## config.mk

```make
export PLATFORM = sky130hd
export DESIGN_NAME = cond_flags_unit_flat
export DESIGN_NICKNAME = d
export VERILOG_FILES = /design/src/rtl/cond_flags_unit_if.sv /design/src/rtl/cond_flags_unit.sv /design/src/flat_wrapper.sv
export SDC_FILE = /design/constraint.sdc
export NUM_CORES = 1
export LEC_CHECK = 0
export CAP_MARGIN = 0
export CORE_MARGIN = 2
export CORE_UTILIZATION = 45
export CTS_CLUSTER_SIZE = 16
export DETAILED_ROUTE_END_ITERATION = 8
export PLACE_DENSITY = 0.86
export REMOVE_ABC_BUFFERS = 1
export SLEW_MARGIN = 20
export SYNTH_ARGS = -nofsm -noshare
export SYNTH_HDL_FRONTEND = slang
export SYNTH_SLANG_ARGS = --single-unit
```

## constraint.sdc

```tcl
create_clock -name clk -period 8.13 [get_ports clk]
set_input_delay 1.626 -clock clk [delete_from_list [all_inputs] [get_ports clk]]
set_output_delay 1.626 -clock clk [all_outputs]
set_load 0.02 [all_outputs]
```

## src/rtl/cond_flags_unit_if.sv

```systemverilog
// EX-stage flag/condition bundle between the pipeline control (master) and
// the condition/flags unit (slave).
interface cond_flags_unit_if;
  logic       valid_ex;
  logic       stall;
  logic       flush;
  logic [3:0] cond;
  logic [1:0] flag_write;
  logic       q_write;
  logic       q_clear;
  logic [5:0] alu_flags;
  logic       it_start;
  logic [3:0] it_firstcond;
  logic [3:0] it_mask;
  logic       br_op;
  logic       cbz_op;
  logic       cbnz_op;
  logic       opnd_zero;
  logic       cond_ex;
  logic       branch_taken;
  logic [4:0] flags_q;
  logic       in_it;
  logic       it_err;

  modport master (
    output valid_ex, stall, flush, cond, flag_write, q_write, q_clear,
           alu_flags, it_start, it_firstcond, it_mask, br_op, cbz_op,
           cbnz_op, opnd_zero,
    input  cond_ex, branch_taken, flags_q, in_it, it_err
  );

  modport slave (
    input  valid_ex, stall, flush, cond, flag_write, q_write, q_clear,
           alu_flags, it_start, it_firstcond, it_mask, br_op, cbz_op,
           cbnz_op, opnd_zero,
    output cond_ex, branch_taken, flags_q, in_it, it_err
  );
endinterface

```

## src/rtl/cond_flags_unit.sv

```systemverilog
// Architectural flags register, ARM condition evaluation, Thumb ITSTATE
// tracking and branch resolution for the EX stage.
module cond_flags_unit #(
  parameter int FLAGS_WIDTH = 6,
  parameter int COND_WIDTH  = 4
) (
  input  logic              clk,
  input  logic              rst_n,
  cond_flags_unit_if.slave  io_ex
);

  logic                    r_q, r_n, r_z, r_c, r_v;
  logic [2*COND_WIDTH-1:0] r_itstate;
  logic                    r_it_err;

  logic                    w_in_it;
  logic [COND_WIDTH-1:0]   w_ec;
  logic                    w_pass;
  logic                    w_cond_ex;
  logic                    w_advance;
  logic                    w_flag_upd;
  logic                    w_it_reject;
  logic                    w_unused_rsvd;

  assign w_unused_rsvd = io_ex.alu_flags[FLAGS_WIDTH-1];

  // Inside an IT block the condition comes from ITSTATE, not the opcode.
  assign w_in_it = |r_itstate[3:0];
  assign w_ec    = w_in_it ? r_itstate[7:4] : io_ex.cond;

  always_comb begin
    w_pass = 1'b1;
    case (w_ec)
      4'd0:    w_pass = r_z;
      4'd1:    w_pass = ~r_z;
      4'd2:    w_pass = r_c;
      4'd3:    w_pass = ~r_c;
      4'd4:    w_pass = r_n;
      4'd5:    w_pass = ~r_n;
      4'd6:    w_pass = r_v;
      4'd7:    w_pass = ~r_v;
      4'd8:    w_pass = r_c & ~r_z;
      4'd9:    w_pass = ~r_c | r_z;
      4'd10:   w_pass = (r_n == r_v);
      4'd11:   w_pass = (r_n != r_v);
      4'd12:   w_pass = ~r_z & (r_n == r_v);
      4'd13:   w_pass = r_z | (r_n != r_v);
      default: w_pass = 1'b1;
    endcase
  end

  assign w_cond_ex   = io_ex.valid_ex & (io_ex.it_start | w_pass);
  assign w_advance   = io_ex.valid_ex & ~io_ex.stall & ~io_ex.flush;
  assign w_flag_upd  = w_advance & w_cond_ex & ~io_ex.it_start;
  assign w_it_reject = w_advance & io_ex.it_start &
                       (w_in_it | (io_ex.it_mask == 4'd0));

  always_ff @(posedge clk or negedge rst_n) begin
    if (!rst_n) begin
      r_q <= 1'b0;
      r_n <= 1'b0;
      r_z <= 1'b0;
      r_c <= 1'b0;
      r_v <= 1'b0;
    end else if (w_flag_upd) begin
      if (io_ex.flag_write[1]) begin
        r_n <= io_ex.alu_flags[3];
        r_z <= io_ex.alu_flags[2];
      end
      if (io_ex.flag_write[0]) begin
        r_c <= io_ex.alu_flags[1];
        r_v <= io_ex.alu_flags[0];
      end
      // Saturation set beats an explicit clear issued by the same instruction.
      r_q <= (r_q & ~io_ex.q_clear) | (io_ex.q_write & io_ex.alu_flags[4]);
    end
  end

  always_ff @(posedge clk or negedge rst_n) begin
    if (!rst_n) begin
      r_itstate <= '0;
      r_it_err  <= 1'b0;
    end else begin
      r_it_err <= w_it_reject;
      if (io_ex.flush) begin
        r_itstate <= '0;
      end else if (w_advance) begin
        if (io_ex.it_start && !w_in_it) begin
          r_itstate <= {io_ex.it_firstcond, io_ex.it_mask};
        end else if (w_in_it) begin
          // A nested IT is rejected but still consumes its slot in the block.
          if (r_itstate[2:0] == 3'd0) begin
            r_itstate <= '0;
          end else begin
            r_itstate[4:0] <= {r_itstate[3:0], 1'b0};
          end
        end
      end
    end
  end

  assign io_ex.cond_ex      = w_cond_ex;
  assign io_ex.branch_taken = w_cond_ex &
                              (io_ex.br_op |
                               (io_ex.cbz_op & io_ex.opnd_zero) |
                               (io_ex.cbnz_op & ~io_ex.opnd_zero));
  assign io_ex.flags_q      = {r_q, r_n, r_z, r_c, r_v};
  assign io_ex.in_it        = w_in_it;
  assign io_ex.it_err       = r_it_err;

endmodule
```

## src/flat_wrapper.sv

```systemverilog
// flat-port wrapper written by rule: the top's interface ports become plain ports
module cond_flags_unit_flat 
#(
  parameter int FLAGS_WIDTH = 6,
  parameter int COND_WIDTH  = 4
)
  (clk, rst_n, io_ex_valid_ex, io_ex_stall, io_ex_flush, io_ex_cond, io_ex_flag_write, io_ex_q_write, io_ex_q_clear, io_ex_alu_flags, io_ex_it_start, io_ex_it_firstcond, io_ex_it_mask, io_ex_br_op, io_ex_cbz_op, io_ex_cbnz_op, io_ex_opnd_zero, io_ex_cond_ex, io_ex_branch_taken, io_ex_flags_q, io_ex_in_it, io_ex_it_err);
  cond_flags_unit_if io_ex_i ();
  input  logic clk;
  input  logic rst_n;
  input wire logic [$bits(io_ex_i.valid_ex)-1:0] io_ex_valid_ex;
  input wire logic [$bits(io_ex_i.stall)-1:0] io_ex_stall;
  input wire logic [$bits(io_ex_i.flush)-1:0] io_ex_flush;
  input wire logic [$bits(io_ex_i.cond)-1:0] io_ex_cond;
  input wire logic [$bits(io_ex_i.flag_write)-1:0] io_ex_flag_write;
  input wire logic [$bits(io_ex_i.q_write)-1:0] io_ex_q_write;
  input wire logic [$bits(io_ex_i.q_clear)-1:0] io_ex_q_clear;
  input wire logic [$bits(io_ex_i.alu_flags)-1:0] io_ex_alu_flags;
  input wire logic [$bits(io_ex_i.it_start)-1:0] io_ex_it_start;
  input wire logic [$bits(io_ex_i.it_firstcond)-1:0] io_ex_it_firstcond;
  input wire logic [$bits(io_ex_i.it_mask)-1:0] io_ex_it_mask;
  input wire logic [$bits(io_ex_i.br_op)-1:0] io_ex_br_op;
  input wire logic [$bits(io_ex_i.cbz_op)-1:0] io_ex_cbz_op;
  input wire logic [$bits(io_ex_i.cbnz_op)-1:0] io_ex_cbnz_op;
  input wire logic [$bits(io_ex_i.opnd_zero)-1:0] io_ex_opnd_zero;
  output wire logic [$bits(io_ex_i.cond_ex)-1:0] io_ex_cond_ex;
  output wire logic [$bits(io_ex_i.branch_taken)-1:0] io_ex_branch_taken;
  output wire logic [$bits(io_ex_i.flags_q)-1:0] io_ex_flags_q;
  output wire logic [$bits(io_ex_i.in_it)-1:0] io_ex_in_it;
  output wire logic [$bits(io_ex_i.it_err)-1:0] io_ex_it_err;
  assign io_ex_i.valid_ex = io_ex_valid_ex;
  assign io_ex_i.stall = io_ex_stall;
  assign io_ex_i.flush = io_ex_flush;
  assign io_ex_i.cond = io_ex_cond;
  assign io_ex_i.flag_write = io_ex_flag_write;
  assign io_ex_i.q_write = io_ex_q_write;
  assign io_ex_i.q_clear = io_ex_q_clear;
  assign io_ex_i.alu_flags = io_ex_alu_flags;
  assign io_ex_i.it_start = io_ex_it_start;
  assign io_ex_i.it_firstcond = io_ex_it_firstcond;
  assign io_ex_i.it_mask = io_ex_it_mask;
  assign io_ex_i.br_op = io_ex_br_op;
  assign io_ex_i.cbz_op = io_ex_cbz_op;
  assign io_ex_i.cbnz_op = io_ex_cbnz_op;
  assign io_ex_i.opnd_zero = io_ex_opnd_zero;
  assign io_ex_cond_ex = io_ex_i.cond_ex;
  assign io_ex_branch_taken = io_ex_i.branch_taken;
  assign io_ex_flags_q = io_ex_i.flags_q;
  assign io_ex_in_it = io_ex_i.in_it;
  assign io_ex_it_err = io_ex_i.it_err;
  cond_flags_unit #(.FLAGS_WIDTH(FLAGS_WIDTH), .COND_WIDTH(COND_WIDTH)) u_core (.clk(clk), .rst_n(rst_n), .io_ex(io_ex_i));
endmodule
```

==> flow_summary.json <==
{
  "outcome": "finished, final reports clean",
  "antenna_found_initial": 0,
  "first_pass_iters": 4,
  "avgSynthCellArea_sq_um": 9.95,
  "clock_skew_ns": 0.000953,
  "cts_made_buffers": 3,
  "cts_resized": 0,
  "first_global_vias": 915,
  "clkLatencyLatePin_ns": 0.27,
  "io_buffers": 39,
  "final_nets": 164,
  "power_density_nw_per_um2": 167,
  "finalNonFillerCells": 157,
  "ys.flop_type": "dfrtp_1",
  "start_util_pct": 48.2,
  "wl_met3_um": 99,
  "min_path_type": "reg -> reg",
  "whs_path_depth": 1,
  "ir_drop_v": 0.0000884,
  "cts.sink_count": 14,
  "dpl.hpwl_um": 1820,
  "crit_arrival_ns": 4.27,
  "drive_above_1_share_pct": 10.8,
  "ctsHoldBuffers": 0,
  "gr-total-overflow": 0,
  "via_count": 907,
  "grt_max_degree": 15,
  "wl_per_cell_um": 15.1,
  "hold_viol_final": 0,
  "via_per_inst": 5.78,
  "worstPathMaxFanout": 4,
  "highest_layer": "met4",
  "htreeDepth": 1,
  "r2r_cells": 6,
  "seq_area_frac_synth_pct": 36.3,
  "finalSetupTns_ns": 0,
  "cp_common_cell": "mux2i_1",
  "cp_data_required_time_ns": 6.50,
  "slew-limit-headroom_pct": 48.1,
  "globalplace.congestion": 0.887,
  "drc": 0,
  "setup_viol": 0,
  "leakage_nw": 0.563,
  "ys_ff_latch": 14,
  "critPathLaunchType": "input port",
  "fmax_ghz": 0.170,
  "layout_common_cells": "clkdlybuf4s50_1 (39), dfrtp_1 (14), nand2_1 (11), mux2i_1 (9), mux2_2 (8)",
  "pin_count": 41,
  "ys_types": 32,
  "rows": 16,
  "die_area_sq_um": 2530,
  "slew_violations": 0,
  "rrSetupSlack_ns": 5.07,
  "syn_area_sq_um": 965,
  "ys_top_cells_by_area": "dfrtp_1 (36%), mux2i_1 (9.3%), mux2_2 (9.3%)",
  "tightestPinTransition_ns": 0.772,
  "clk_pin_slew_ns": 0.08,
  "grt_util_all_layers_pct": 20.8,
  "die_h_um": 50.3,
  "yosysWarnings": 0,
  "die_w_um": 50.3,
  "diodes": 0,
  "area_growth_pct": 39.7,
  "crit_slowest_cell": "clkdlybuf4s50_1",
  "period_minus_slack_ns": 5.90,
  "cts-root-buf": "clkbuf_4",
  "drt-initial-drc-count": 13,
  "grt_pass1_wl_um": 4000,
  "final_area_sq_um": 1350,
  "yosysTopAreaCell": "dfrtp_1",
  "synth_top_area_share_pct": 36.3,
  "path_cells": "clkdlybuf4s50_1 > nand2_1 > mux2i_1 > mux2i_1 > mux2i_1 > o21ai_0 > nor3_1 > clkdlybuf4s50_1",
  "maxCapViolations": 0,
  "synth_edf_count": 0,
  "wl_met1_um": 963,
  "numPlacedInstances": 154,
  "slowest_delay_ns": 0.64,
  "async_flop_share_pct": 100,
  "cts_setup_buffers": 0,
  "routed_wl_um": 2360,
  "cts_tree": "yes",
  "final_common_cell": "clkdlybuf4s50_1",
  "wl_met2_um": 1270,
  "fin_crit_sh_pct": 72.5,
  "path_class": "in -> out",
  "ant_nets": 0,
  "endpoint_kind": "output port",
  "postSynthCellCount": 97,
  "place_area_sq_um": 1330,
  "clock_path_buffers": 2,
  "fp.coreArea_sq_um": 2000,
  "rsz0062_at_grt": "false"
}
-- kinds of logic (layout without fill, tap and decap cells) --
family | after synthesis | in the layout | share of synthesized area (%)
AOI/OAI and AO/OA | 21 | 21 | 15.6
muxes | 19 | 19 | 22.6
and+or+nand+nor | 29 | 29 | 16.0
buffers and inverters | 12 | 45 | 7.78
xor gates and xnor gates | 2 | 2 | 1.82
DFF | 14 | 14 | 36.3
-- routing by layer --
layer	up-vias	global-route usage, %
li1	427	-
met1	445	22.9
met2	33	38.2
met3	2	4.17
met4	0	9.46
met5	-	0
-- report_power, final --
group          switching, mW  internal (mW)
combinational         0.0438         0.0541
clock                 0.0217         0.0171
sequential           0.00938         0.0785
total                 0.0749          0.150
-- final timing paths --
kind | start | to
hold reg to reg | u_core.r_q$_DFFE_PN0P_ | u_core.r_q$_DFFE_PN0P_
setup reg to reg | u_core.r_itstate[1]$_DFFE_PN0P_ | u_core.r_v$_DFFE_PN0P_
min in group asynchronous | rst_n | u_core.r_itstate[1]$_DFFE_PN0P_
setup / recovery | io_ex_cond[3] | io_ex_branch_taken
max in group asynchronous | rst_n | u_core.r_v$_DFFE_PN0P_
hold / removal | u_core.r_q$_DFFE_PN0P_ | u_core.r_q$_DFFE_PN0P_
-- per-stage QoR --
stage / hold slack, ns / power (mW) / util, % / worst slack [ns]
floorplan: 0.484 / 0.142 / - / 3.24
global placement: 0.481 / 0.183 / 66.2 / 2.34
detailed placement: 0.483 / 0.187 / 66.2 / 2.28
CTS: 0.510 / 0.226 / 67.3 / 2.24
global route: 0.545 / 0.239 / 67.3 / 2.06
finish: 0.501 / 0.225 / 67.3 / 2.23
-- final cells by class --
type | instances | area, sq um
flip-flops and latches | 14 | 350
well taps | 27 | 33.8
multi-input cells | 71 | 539
inverters | 3 | 11.3
repair buffers | 39 | 390
clock buffers | 3 | 22.5
fillers | 171 | 654
-- Yosys cell counts, types with 2 or more instances --
cell       instances
buf_4              5
nand3_1            2
dfrtp_1           14
mux2i_1            9
buf_2              3
nand2_1           11
nand2b_1           3
a21oi_1            2
o2111ai_1          3
nor3_1             3
a2111oi_0          2
xnor2_1            2
a22o_1             2
inv_1              3
nor2_1             4
mux2_2             8
o21ai_0            6
-- worst max-delay path: cells and delay by family --
| kind | cells | cell delay [ns] |
|---|---|---|
| buffers and inverters | 2 | 1.12 |
| muxes | 3 | 0.98 |
| AOI/OAI and AO/OA | 1 | 0.25 |
| and+or+nand+nor | 2 | 0.30 |
-- sequential cells by signal, indices dropped and copies added (netlist names) --
register and flops:
u_core.io_ex.it_err 1, u_core.r_c 1, u_core.r_itstate 8, u_core.r_n 1
u_core.r_q 1, u_core.r_v 1, u_core.r_z 1
Power figures use the tool's default switching activity.
